[src/rtl/grid_mover_multi_if.sv]
// Handshake/bus bundle between the keyboard decoder, the grid mover and the VGA driver.
// The master side drives move pulses and mode/select; the slave side (grid_mover_multi) returns positions and status.
interface grid_mover_multi_if #(
  parameter int NUM_PLAYERS = 2,
  parameter int COORD_W     = 4
);
  logic                           move_up;
  logic                           move_down;
  logic                           move_left;
  logic                           move_right;
  logic                           group_mode;
  logic [2:0]                     sel;
  logic [NUM_PLAYERS*COORD_W-1:0] player_x;
  logic [NUM_PLAYERS*COORD_W-1:0] player_y;
  logic                           moved;
  logic                           blocked;
  logic                           busy;

  modport master (
    output move_up, move_down, move_left, move_right, group_mode, sel,
    input  player_x, player_y, moved, blocked, busy
  );

  modport slave (
    input  move_up, move_down, move_left, move_right, group_mode, sel,
    output player_x, player_y, moved, blocked, busy
  );
endinterface

[src/rtl/grid_mover_multi.sv]
// Grid positions of NUM_PLAYERS sprites: edge clamp, collision reject, post-move cooldown; result 3 cycles after the pulse.
// Pulses outside IDLE are dropped; define GRID_MOVER_WRAP_EN for horizontal wrap-around.
module grid_mover_multi #(
  parameter int NUM_PLAYERS     = 2,
  parameter int COORD_W         = 4,
  parameter int GRID_W          = 16,
  parameter int GRID_H          = 12,
  parameter int START_X         = 11,
  parameter int START_Y         = 7,
  parameter int COOLDOWN_CYCLES = 5000000
) (
  input logic               clk,
  input logic               rst,
  grid_mover_multi_if.slave bus
);

  localparam logic [1:0] S_IDLE   = 2'd0;
  localparam logic [1:0] S_EVAL   = 2'd1;
  localparam logic [1:0] S_COMMIT = 2'd2;
  localparam logic [1:0] S_COOL   = 2'd3;

  localparam logic [1:0] D_UP    = 2'd0;
  localparam logic [1:0] D_DOWN  = 2'd1;
  localparam logic [1:0] D_LEFT  = 2'd2;
  localparam logic [1:0] D_RIGHT = 2'd3;

  localparam int CNT_W = (COOLDOWN_CYCLES > 0) ? $clog2(COOLDOWN_CYCLES + 1) : 1;
  localparam logic [CNT_W-1:0] CNT_LAST = CNT_W'((COOLDOWN_CYCLES > 0) ? COOLDOWN_CYCLES - 1 : 0);
  localparam logic [COORD_W-1:0] X_MAX = COORD_W'(GRID_W - 1);
  localparam logic [COORD_W-1:0] Y_MAX = COORD_W'(GRID_H - 1);

  logic [1:0]         state_q, state_d;
  logic [1:0]         dir_q, dir_d;
  logic               group_q, group_d;
  logic [2:0]         sel_q, sel_d;
  logic               accept_q, accept_d;
  logic [CNT_W-1:0]   cnt_q, cnt_d;
  logic               moved_q, moved_d;
  logic               blocked_q, blocked_d;
  logic [COORD_W-1:0] pos_x_q [NUM_PLAYERS];
  logic [COORD_W-1:0] pos_x_d [NUM_PLAYERS];
  logic [COORD_W-1:0] pos_y_q [NUM_PLAYERS];
  logic [COORD_W-1:0] pos_y_d [NUM_PLAYERS];
  logic [COORD_W-1:0] cand_x_q [NUM_PLAYERS];
  logic [COORD_W-1:0] cand_x_d [NUM_PLAYERS];
  logic [COORD_W-1:0] cand_y_q [NUM_PLAYERS];
  logic [COORD_W-1:0] cand_y_d [NUM_PLAYERS];

  logic [COORD_W-1:0]   nx [NUM_PLAYERS];
  logic [COORD_W-1:0]   ny [NUM_PLAYERS];
  logic [NUM_PLAYERS-1:0] edge_hit;
  logic                 sel_bad;
  logic                 sel_ok;
  logic                 accept;
  logic                 any_pulse;

  assign any_pulse = bus.move_up | bus.move_down | bus.move_left | bus.move_right;

  // Raw per-sprite step; edges are tested before the add/subtract so coordinates never wrap by accident.
  always_comb begin
    for (int i = 0; i < NUM_PLAYERS; i++) begin
      nx[i]       = pos_x_q[i];
      ny[i]       = pos_y_q[i];
      edge_hit[i] = 1'b0;
      case (dir_q)
        D_UP: begin
          if (pos_y_q[i] == '0) edge_hit[i] = 1'b1;
          else                  ny[i] = pos_y_q[i] - 1'b1;
        end
        D_DOWN: begin
          if (pos_y_q[i] == Y_MAX) edge_hit[i] = 1'b1;
          else                     ny[i] = pos_y_q[i] + 1'b1;
        end
        D_LEFT: begin
`ifdef GRID_MOVER_WRAP_EN
          if (pos_x_q[i] == '0) nx[i] = X_MAX;
          else                  nx[i] = pos_x_q[i] - 1'b1;
`else
          if (pos_x_q[i] == '0) edge_hit[i] = 1'b1;
          else                  nx[i] = pos_x_q[i] - 1'b1;
`endif
        end
        default: begin
`ifdef GRID_MOVER_WRAP_EN
          if (pos_x_q[i] == X_MAX) nx[i] = '0;
          else                     nx[i] = pos_x_q[i] + 1'b1;
`else
          if (pos_x_q[i] == X_MAX) edge_hit[i] = 1'b1;
          else                     nx[i] = pos_x_q[i] + 1'b1;
`endif
        end
      endcase
    end
  end

  // Group moves keep relative positions, so only single mode needs the collision scan.
  always_comb begin
    sel_ok  = int'(sel_q) < NUM_PLAYERS;
    sel_bad = 1'b0;
    for (int i = 0; i < NUM_PLAYERS; i++) begin
      if (sel_q == 3'(i)) begin
        if (edge_hit[i]) sel_bad = 1'b1;
        for (int j = 0; j < NUM_PLAYERS; j++) begin
          if (j != i && nx[i] == pos_x_q[j] && ny[i] == pos_y_q[j]) sel_bad = 1'b1;
        end
      end
    end
    accept = group_q ? ~(|edge_hit) : (sel_ok & ~sel_bad);
  end

  always_comb begin
    state_d   = state_q;
    dir_d     = dir_q;
    group_d   = group_q;
    sel_d     = sel_q;
    accept_d  = accept_q;
    cnt_d     = cnt_q;
    moved_d   = 1'b0;
    blocked_d = 1'b0;
    pos_x_d   = pos_x_q;
    pos_y_d   = pos_y_q;
    cand_x_d  = cand_x_q;
    cand_y_d  = cand_y_q;
    case (state_q)
      S_IDLE: begin
        if (any_pulse) begin
          if (bus.move_up)        dir_d = D_UP;
          else if (bus.move_down) dir_d = D_DOWN;
          else if (bus.move_left) dir_d = D_LEFT;
          else                    dir_d = D_RIGHT;
          group_d = bus.group_mode;
          sel_d   = bus.sel;
          state_d = S_EVAL;
        end
      end
      S_EVAL: begin
        accept_d = accept;
        for (int i = 0; i < NUM_PLAYERS; i++) begin
          if (group_q || sel_q == 3'(i)) begin
            cand_x_d[i] = nx[i];
            cand_y_d[i] = ny[i];
          end else begin
            cand_x_d[i] = pos_x_q[i];
            cand_y_d[i] = pos_y_q[i];
          end
        end
        state_d = S_COMMIT;
      end
      S_COMMIT: begin
        if (accept_q) begin
          pos_x_d = cand_x_q;
          pos_y_d = cand_y_q;
          moved_d = 1'b1;
        end else begin
          blocked_d = 1'b1;
        end
        cnt_d   = '0;
        state_d = (COOLDOWN_CYCLES == 0) ? S_IDLE : S_COOL;
      end
      S_COOL: begin
        if (cnt_q == CNT_LAST) state_d = S_IDLE;
        else                   cnt_d   = cnt_q + 1'b1;
      end
      default: state_d = S_IDLE;
    endcase
  end

  always_ff @(posedge clk) begin
    if (rst) begin
      state_q   <= S_IDLE;
      dir_q     <= D_UP;
      group_q   <= 1'b0;
      sel_q     <= '0;
      accept_q  <= 1'b0;
      cnt_q     <= '0;
      moved_q   <= 1'b0;
      blocked_q <= 1'b0;
      for (int i = 0; i < NUM_PLAYERS; i++) begin
        pos_x_q[i]  <= COORD_W'(START_X);
        pos_y_q[i]  <= COORD_W'(START_Y + i);
        cand_x_q[i] <= COORD_W'(START_X);
        cand_y_q[i] <= COORD_W'(START_Y + i);
      end
    end else begin
      state_q   <= state_d;
      dir_q     <= dir_d;
      group_q   <= group_d;
      sel_q     <= sel_d;
      accept_q  <= accept_d;
      cnt_q     <= cnt_d;
      moved_q   <= moved_d;
      blocked_q <= blocked_d;
      pos_x_q   <= pos_x_d;
      pos_y_q   <= pos_y_d;
      cand_x_q  <= cand_x_d;
      cand_y_q  <= cand_y_d;
    end
  end

  for (genvar g = 0; g < NUM_PLAYERS; g++) begin : g_flat
    assign bus.player_x[g*COORD_W +: COORD_W] = pos_x_q[g];
    assign bus.player_y[g*COORD_W +: COORD_W] = pos_y_q[g];
  end

  assign bus.moved   = moved_q;
  assign bus.blocked = blocked_q;
  assign bus.busy    = (state_q != S_IDLE);

endmodule

[src/flat_wrapper.sv]
// flat-port wrapper written by rule: the top's interface ports become plain ports
module grid_mover_multi_flat 
#(
  parameter int NUM_PLAYERS     = 2,
  parameter int COORD_W         = 4,
  parameter int GRID_W          = 16,
  parameter int GRID_H          = 12,
  parameter int START_X         = 11,
  parameter int START_Y         = 7,
  parameter int COOLDOWN_CYCLES = 5000000
)
  (clk, rst, bus_move_up, bus_move_down, bus_move_left, bus_move_right, bus_group_mode, bus_sel, bus_player_x, bus_player_y, bus_moved, bus_blocked, bus_busy);
  grid_mover_multi_if #(.NUM_PLAYERS(NUM_PLAYERS), .COORD_W(COORD_W)) bus_i ();
  input logic clk;
  input logic rst;
  input wire logic [$bits(bus_i.move_up)-1:0] bus_move_up;
  input wire logic [$bits(bus_i.move_down)-1:0] bus_move_down;
  input wire logic [$bits(bus_i.move_left)-1:0] bus_move_left;
  input wire logic [$bits(bus_i.move_right)-1:0] bus_move_right;
  input wire logic [$bits(bus_i.group_mode)-1:0] bus_group_mode;
  input wire logic [$bits(bus_i.sel)-1:0] bus_sel;
  output wire logic [$bits(bus_i.player_x)-1:0] bus_player_x;
  output wire logic [$bits(bus_i.player_y)-1:0] bus_player_y;
  output wire logic [$bits(bus_i.moved)-1:0] bus_moved;
  output wire logic [$bits(bus_i.blocked)-1:0] bus_blocked;
  output wire logic [$bits(bus_i.busy)-1:0] bus_busy;
  assign bus_i.move_up = bus_move_up;
  assign bus_i.move_down = bus_move_down;
  assign bus_i.move_left = bus_move_left;
  assign bus_i.move_right = bus_move_right;
  assign bus_i.group_mode = bus_group_mode;
  assign bus_i.sel = bus_sel;
  assign bus_player_x = bus_i.player_x;
  assign bus_player_y = bus_i.player_y;
  assign bus_moved = bus_i.moved;
  assign bus_blocked = bus_i.blocked;
  assign bus_busy = bus_i.busy;
  grid_mover_multi #(.NUM_PLAYERS(NUM_PLAYERS), .COORD_W(COORD_W), .GRID_W(GRID_W), .GRID_H(GRID_H), .START_X(START_X), .START_Y(START_Y), .COOLDOWN_CYCLES(COOLDOWN_CYCLES)) u_core (.clk(clk), .rst(rst), .bus(bus_i));
endmodule
[config.mk]
export PLATFORM = sky130hd
export DESIGN_NAME = grid_mover_multi_flat
export DESIGN_NICKNAME = d
export VERILOG_FILES = /design/src/rtl/grid_mover_multi_if.sv /design/src/rtl/grid_mover_multi.sv /design/src/flat_wrapper.sv
export SDC_FILE = /design/constraint.sdc
export NUM_CORES = 1
export LEC_CHECK = 0
export ABC_AREA = 1
export BUFFER_PORTS_ARGS = -buffer_cell sky130_fd_sc_hd__buf_4
export CAP_MARGIN = 20
export CORE_AREA = 2 2 82 116
export CTS_BUF_LIST = sky130_fd_sc_hd__clkbuf_8
export DETAILED_ROUTE_END_ITERATION = 10
export DIE_AREA = 0 0 84 118
export GPL_TIMING_DRIVEN = 0
export PLACE_DENSITY = 0.67
export SLEW_MARGIN = 25
export SYNTH_ARGS = -nofsm -noshare
export SYNTH_HDL_FRONTEND = slang
export SYNTH_SLANG_ARGS = --single-unit
[constraint.sdc]
create_clock -name clk -period 2.8 [get_ports clk]
set_clock_uncertainty 0.15 [all_clocks]
set_input_delay 0.56 -clock clk [delete_from_list [all_inputs] [get_ports clk]]
set_output_delay 0.56 -clock clk [all_outputs]
set_load 0.01 [all_outputs]
# Word-level counts from Yosys, hierarchy flattened
# Index checks and enable logic that the tools add are counted.
# word_totals
inputBits	10
out_inout_bits	19
regBits	66
wordCells	114
# classes
bitwise	7
n_eq_ne	18
muxes	43
reduce_logical	20
addsub	9
order_cmp	1
# ops
cell	count
$mux W4	12
$pmux W23 S2	1
$pmux W4 S2	4
$add A23 B1 Y23 const B	1
$eq A23 B23 Y1 const B	1
$mux W23	1
$mux W1	18
$add A4 B1 Y4 const B	4
$eq A4 B4 Y1	4
$eq A4 B4 Y1 const B	4
$logic_not A4 Y1	4
$sub A4 B1 Y4 const B	4
$mux W2	4
$pmux W2 S4	1
$reduce_and A2 Y1	4
$eq A2 B2 Y1 const B	3
$pmux W1 S3	2
$reduce_or A2 Y1	3
$eq A2 B1 Y1 const B	2
$logic_not A2 Y1	2
$ne A2 B1 Y1 const B	2
$reduce_bool A2 Y1	2
$eq A3 B1 Y1 const B	1
$logic_not A3 Y1	1
other kinds (7)	13

# Longest topological paths before layout
# logic_depth
word_depth	13
mapped_depth	17
depth_no_buf	17

# Worst setup path before layout
# No wires, ideal clock.
# synth_timing
path_kind	reg2reg
from	register u_core.pos_y_q (netlist bit u_core.bus.player_y[0])
to	register u_core.accept_q
setup_slack_ns	0.756
t_arrival_ns	1.772
path_stages_with_launch	17
setup_ns	0.122
synth_period_minus_slack_ns	2.044
n_path_buf	0
required_time_ns	2.528
cell_sequence	dfxtp_1 -> clkinv_1 -> ha_1 -> nand2_1 -> nand2_1 -> nand2_1 -> nand2_1 -> nand3_1 -> nand2_1 -> inv_1 -> nand2_1 -> nor2_1 -> nand2_1 -> nand2_1 -> nand2_1 -> nand2_1 -> a21oi_2
# synth_between
elab_chain_len	13
word_cells_on_any_way	25
classes_between	2 x add/sub; 3 x eq/ne; 13 x mux; 3 x bitwise; 4 x reduce/logical
# synth_rtl
element	line_no	source
start, declared	grid_mover_multi.sv:42	logic [COORD_W-1:0] pos_y_q [NUM_PLAYERS];
start signal, assigned by index	grid_mover_multi.sv:180	pos_y_q[i] <= COORD_W'(START_Y + i);
start signal, assigned	grid_mover_multi.sv:194	pos_y_q <= pos_y_d;
$add A4 B1 Y4 (tied with other cells)	grid_mover_multi.sv:72	else ny[i] = pos_y_q[i] + 1'b1;
$mux W4, on equally long branches	grid_mover_multi.sv:71, grid_mover_multi.sv:67	
$pmux W4 S2	grid_mover_multi.sv:65	case (dir_q)
$eq A4 B4 Y1	grid_mover_multi.sv:104	if (j != i && nx[i] == pos_x_q[j] && ny[i] == pos_y_q[j]) sel_bad = 1'b1;
$logic_and A1 B1 Y1	grid_mover_multi.sv:104	
$mux W1	grid_mover_multi.sv:104	
$mux W1	grid_mover_multi.sv:101	if (sel_q == 3'(i)) begin
$mux W1	grid_mover_multi.sv:102	if (edge_hit[i]) sel_bad = 1'b1;
$mux W1	grid_mover_multi.sv:104	
$mux W1	grid_mover_multi.sv:101	
$not A1 Y1	grid_mover_multi.sv:108	accept = group_q ? ~(|edge_hit) : (sel_ok & ~sel_bad);
$and A1 B1 Y1	grid_mover_multi.sv:108	
$mux W1 (*)	grid_mover_multi.sv:108	
end signal, assigned	grid_mover_multi.sv:189	accept_q <= accept_d;
end, declared	grid_mover_multi.sv:36	logic accept_q, accept_d;
# Every way passes the cells marked *; elsewhere a longest branch is shown, timed or not.
# A chain may end at the register's enable or synchronous reset.

# Final worst setup path
# layout_timing
from	register u_core.pos_x_q (netlist bit u_core.bus.player_x[4])
to	register u_core.accept_q
# layout_between
elab_chain_len	10
word_cells_on_any_way	24
classes_between	2 x add/sub; 3 x eq/ne; 12 x mux; 3 x bitwise; 4 x reduce/logical
# layout_rtl
element	line_no	source
start, declared	grid_mover_multi.sv:40	logic [COORD_W-1:0] pos_x_q [NUM_PLAYERS];
start signal, assigned by index	grid_mover_multi.sv:179	pos_x_q[i] <= COORD_W'(START_X);
start signal, assigned	grid_mover_multi.sv:193	pos_x_q <= pos_x_d;
$add A4 B1 Y4 (tied with other cells)	grid_mover_multi.sv:89	else nx[i] = pos_x_q[i] + 1'b1;
$mux W4 (tied with other cells)	grid_mover_multi.sv:88	if (pos_x_q[i] == X_MAX) edge_hit[i] = 1'b1;
$pmux W4 S2 / $mux W1 (equally long branches)	grid_mover_multi.sv:65, grid_mover_multi.sv:104	
$eq A4 B4 Y1 / $mux W1 (equally long branches)	grid_mover_multi.sv:104, grid_mover_multi.sv:101	
$logic_and A1 B1 Y1 / $mux W1 (equally long branches)	grid_mover_multi.sv:104, grid_mover_multi.sv:102	
$mux W1	grid_mover_multi.sv:104	
$mux W1	grid_mover_multi.sv:101	
$not A1 Y1	grid_mover_multi.sv:108	
$and A1 B1 Y1	grid_mover_multi.sv:108	
$mux W1 (*)	grid_mover_multi.sv:108	
# Marked as above.

==> metrics <==
run status=complete, no violations; Hold Path Sink=u_core.sel_q[2]; Vias/cell=5.77; root buffer cell=clkbuf_8; Vias=4,801; Min-Delay Path Class=input port to flop; Highest Clock Rate=0.397 GHz; WS Path Type=flop to flop; Clk Latency, worst-skew pair=0.35 ns; sequential share of power=31.2%; Synth cell types=39; YS warnings=0; final setup vio count=0; DRC Markers=0; PwrDens=831 nW/um2; slowest CP cell=dfxtp_1; Adder-Cell Fraction of Synth Area=3.75%; row cnt=41; DRT Wirelength=13.6 mm; layout cells sized above 1=11.6%; Tcrit/Tclk final=89.9%; FF-to-FF path depth=14; Max transition margin=55.5%; GPL Wtd Cong=0.950; Logic pwr share=50.6%; DIE AREA=9910 um2; cell taking the most area after synthesis=dfxtp_1; CP cell instances=clkinv_1, ha_1, nand3_1, nand2_2, nand2_1, o21ai_2, nand3_1, nand3_1, nor2_1, nand3_1, nand2_1, nand2_1, nand2_1, a21oi_2; Top-Level Pins=29; crit end category=flop; Hold Fails Final Rpt=0; Seq cells post-synth=66; mux share of post-synthesis cell area=0%; Cell Int Power=2.12 mW; Sw Share=47.6%; delay-heaviest family, CP=simple AND/OR/NAND/NOR gates; Post-Syn Instances=681; H-tree Lvls=3; Startpoint Class=flop; Simple-Gate Fraction of Synth Area=39.7%; Final Cell Area=4870 um2; Critical R2R Launch=u_core.bus.player_x[4]; CTS tree=built; final HPWL from detailed placement=10.3 mm; Post-synth top flop=dfxtp_1; IO Port Bufs=28; chip height=118 um; Max-cap violations=0; CP Buf/Inv Count=1; WP depth=14; worst hold path cell count=3; Final ANT Viol Nets=0; Clock power frac=18.2%; Avg WL per Cell=16.4 um; # diodes=0; final setup TNS=0 ns; vias in the first global route=4,566; area share of the largest cell type after synthesis=30.4%; worst slew pin tran=0.667 ns; most frequent cell after synthesis=nand2_1; clock sinks=66; Mean Syn Cell Area=6.38 um2; RSZ-0062 raised after global routing=no; crit-path max cell delay=0.52 ns; R2R setup slack=0.28 ns; Leak=2.08 nW; Seq/Total Area, Yosys=30.4%; Num CTS Buffers=9; crit-path max FO=8; r2r endpoint=u_core.accept_q; Synth top cells by count=nand2_1 (184), nand3_1 (83), dfxtp_1 (66); setup bufs post-CTS=0; final core occ=54.8%; synthesized net count=704; hold_buf cts=0; 1st-pass router iterations=6; Async SR Flop Fraction=0%; Die Wd=84 um; Post-Syn Area=4340 um2; XOR/XNOR share of the synthesized area=2.42%; nets@finish=743; first-pass GRT wire length=21.6 mm; WP data required=2.89 ns; top cells by area, synth=dfxtp_1 (30%), nand2_1 (16%), nand3_1 (9.6%); Starting Density=48.9%; initial antenna violation count=0; largest net degree at the start of global routing=13; CTS clk-pin slew, worst paths=0.08 ns; grt total ovfl=0; compound-gate portion of the synthesized area=14.6%; Switch Pwr=1.93 mW; clk buf depth=2; main combinational cell family by area after synthesis=simple AND/OR/NAND/NOR gates; Area Overhead vs Synth=12.1%; Worst VDD drop=0.450 mV; Cell Area, Placed=4690 um2; GRT Total Usage=27.2%; CTS resizes=0; Pwr Total=4.05 mW; EDFF count, synth=0; WP data arrival=2.61 ns; post-layout minimum cycle time=2.52 ns; core area=8870 um2; worst hold start=bus_sel[2]; 1st-iter DRT viols=281; Final Max Tran Viols=0
## cells by family after synthesis
kind of cell / Yosys count
AND/OR/NAND/NOR: 382
AO/OA/AOI/OAI: 115
buffers and inverters: 93
flip-flops: 66
adder cells (fa/ha/maj): 13
XOR/XNOR: 12
## state kept, by name, summed over array words and instances, names as in the netlist
register	flops
u_core.state_q	2
u_core.dir_q	2
u_core.cand_y_q	8
u_core.sel_q	3
u_core.accept_q	1
u_core.cnt_q	23
u_core.bus.blocked	1
u_core.bus.player_y	8
u_core.bus.player_x	8
u_core.cand_x_q	8
u_core.group_q	1
u_core.bus.moved	1
## cell type report
cell class                 instances  area (um2)
timing repair buffer              28         210
clock inverter                     6        42.5
tap                              107         134
inverter                          68         258
sequential                        66        1320
multi-input combinational        522        2630
fill                             900        4010
buffer                            25         138
clock buffer                      10         138
## routing by layer
| layer | global-route usage (%) | share of wire (%) | vias to the layer above |
|---|---|---|---|
| li1 | - | - | 2366 |
| met1 | 28.9 | 38 | 2188 |
| met2 | 49.4 | 51 | 188 |
| met3 | 3.65 | 4.7 | 59 |
| met4 | 17.3 | 6.4 | 0 |
| met5 | 0 | 0 | - |
## cells in the final DEF, fill, tap and decap left out, drive strengths merged, types with 13 or more instances in the layout
cell type | Yosys | final
clkbuf | 13 | 23
nand4 | 24 | 24
o21ai | 36 | 36
dfxtp | 66 | 66
nor2 | 57 | 57
buf | 12 | 40
nand2 | 190 | 190
a21oi | 56 | 56
inv | 65 | 67
ha | 13 | 13
nor3 | 14 | 14
nand3 | 84 | 84
## per-stage QoR
stage	std cells	hold WS [ns]	setup slack (ns)
2_1_floorplan	681	0.256	0.756
3_3_place_gp	816	0.287	0.378
3_5_place_dp	816	0.288	0.358
4_1_cts	832	0.271	0.347
5_1_grt	832	0.300	0.0592
6_report	832	0.277	0.284
## worst max-delay path by stage
stage / to / startpoint / slack (ns)
CTS: u_core.accept_q / u_core.bus.player_y[0] / 0.35
detailed placement: u_core.accept_q / u_core.bus.player_y[0] / 0.36
global route: u_core.accept_q / u_core.bus.player_x[4] / 0.06
global placement: u_core.accept_q / u_core.bus.player_x[4] / 0.38
floorplan: u_core.accept_q / u_core.bus.player_y[0] / 0.76
finish: u_core.accept_q / u_core.bus.player_x[4] / 0.28
## worst min-delay path: stages
cell,delay (ns)
buf_4,0.08
nor2_1,0.03
nor2_1,0.08
## power groups by stage
stage	clock (mW)	sequential (mW)	combinational, mW
2_1_floorplan	0	1.25	1.43
3_3_place_gp	0	1.27	2.00
3_5_place_dp	0	1.27	2.02
4_1_cts	0.748	1.26	2.02
5_1_grt	0.786	1.28	2.28
6_report	0.737	1.26	2.05
No activity file was read; power rests on OpenSTA's default activity.
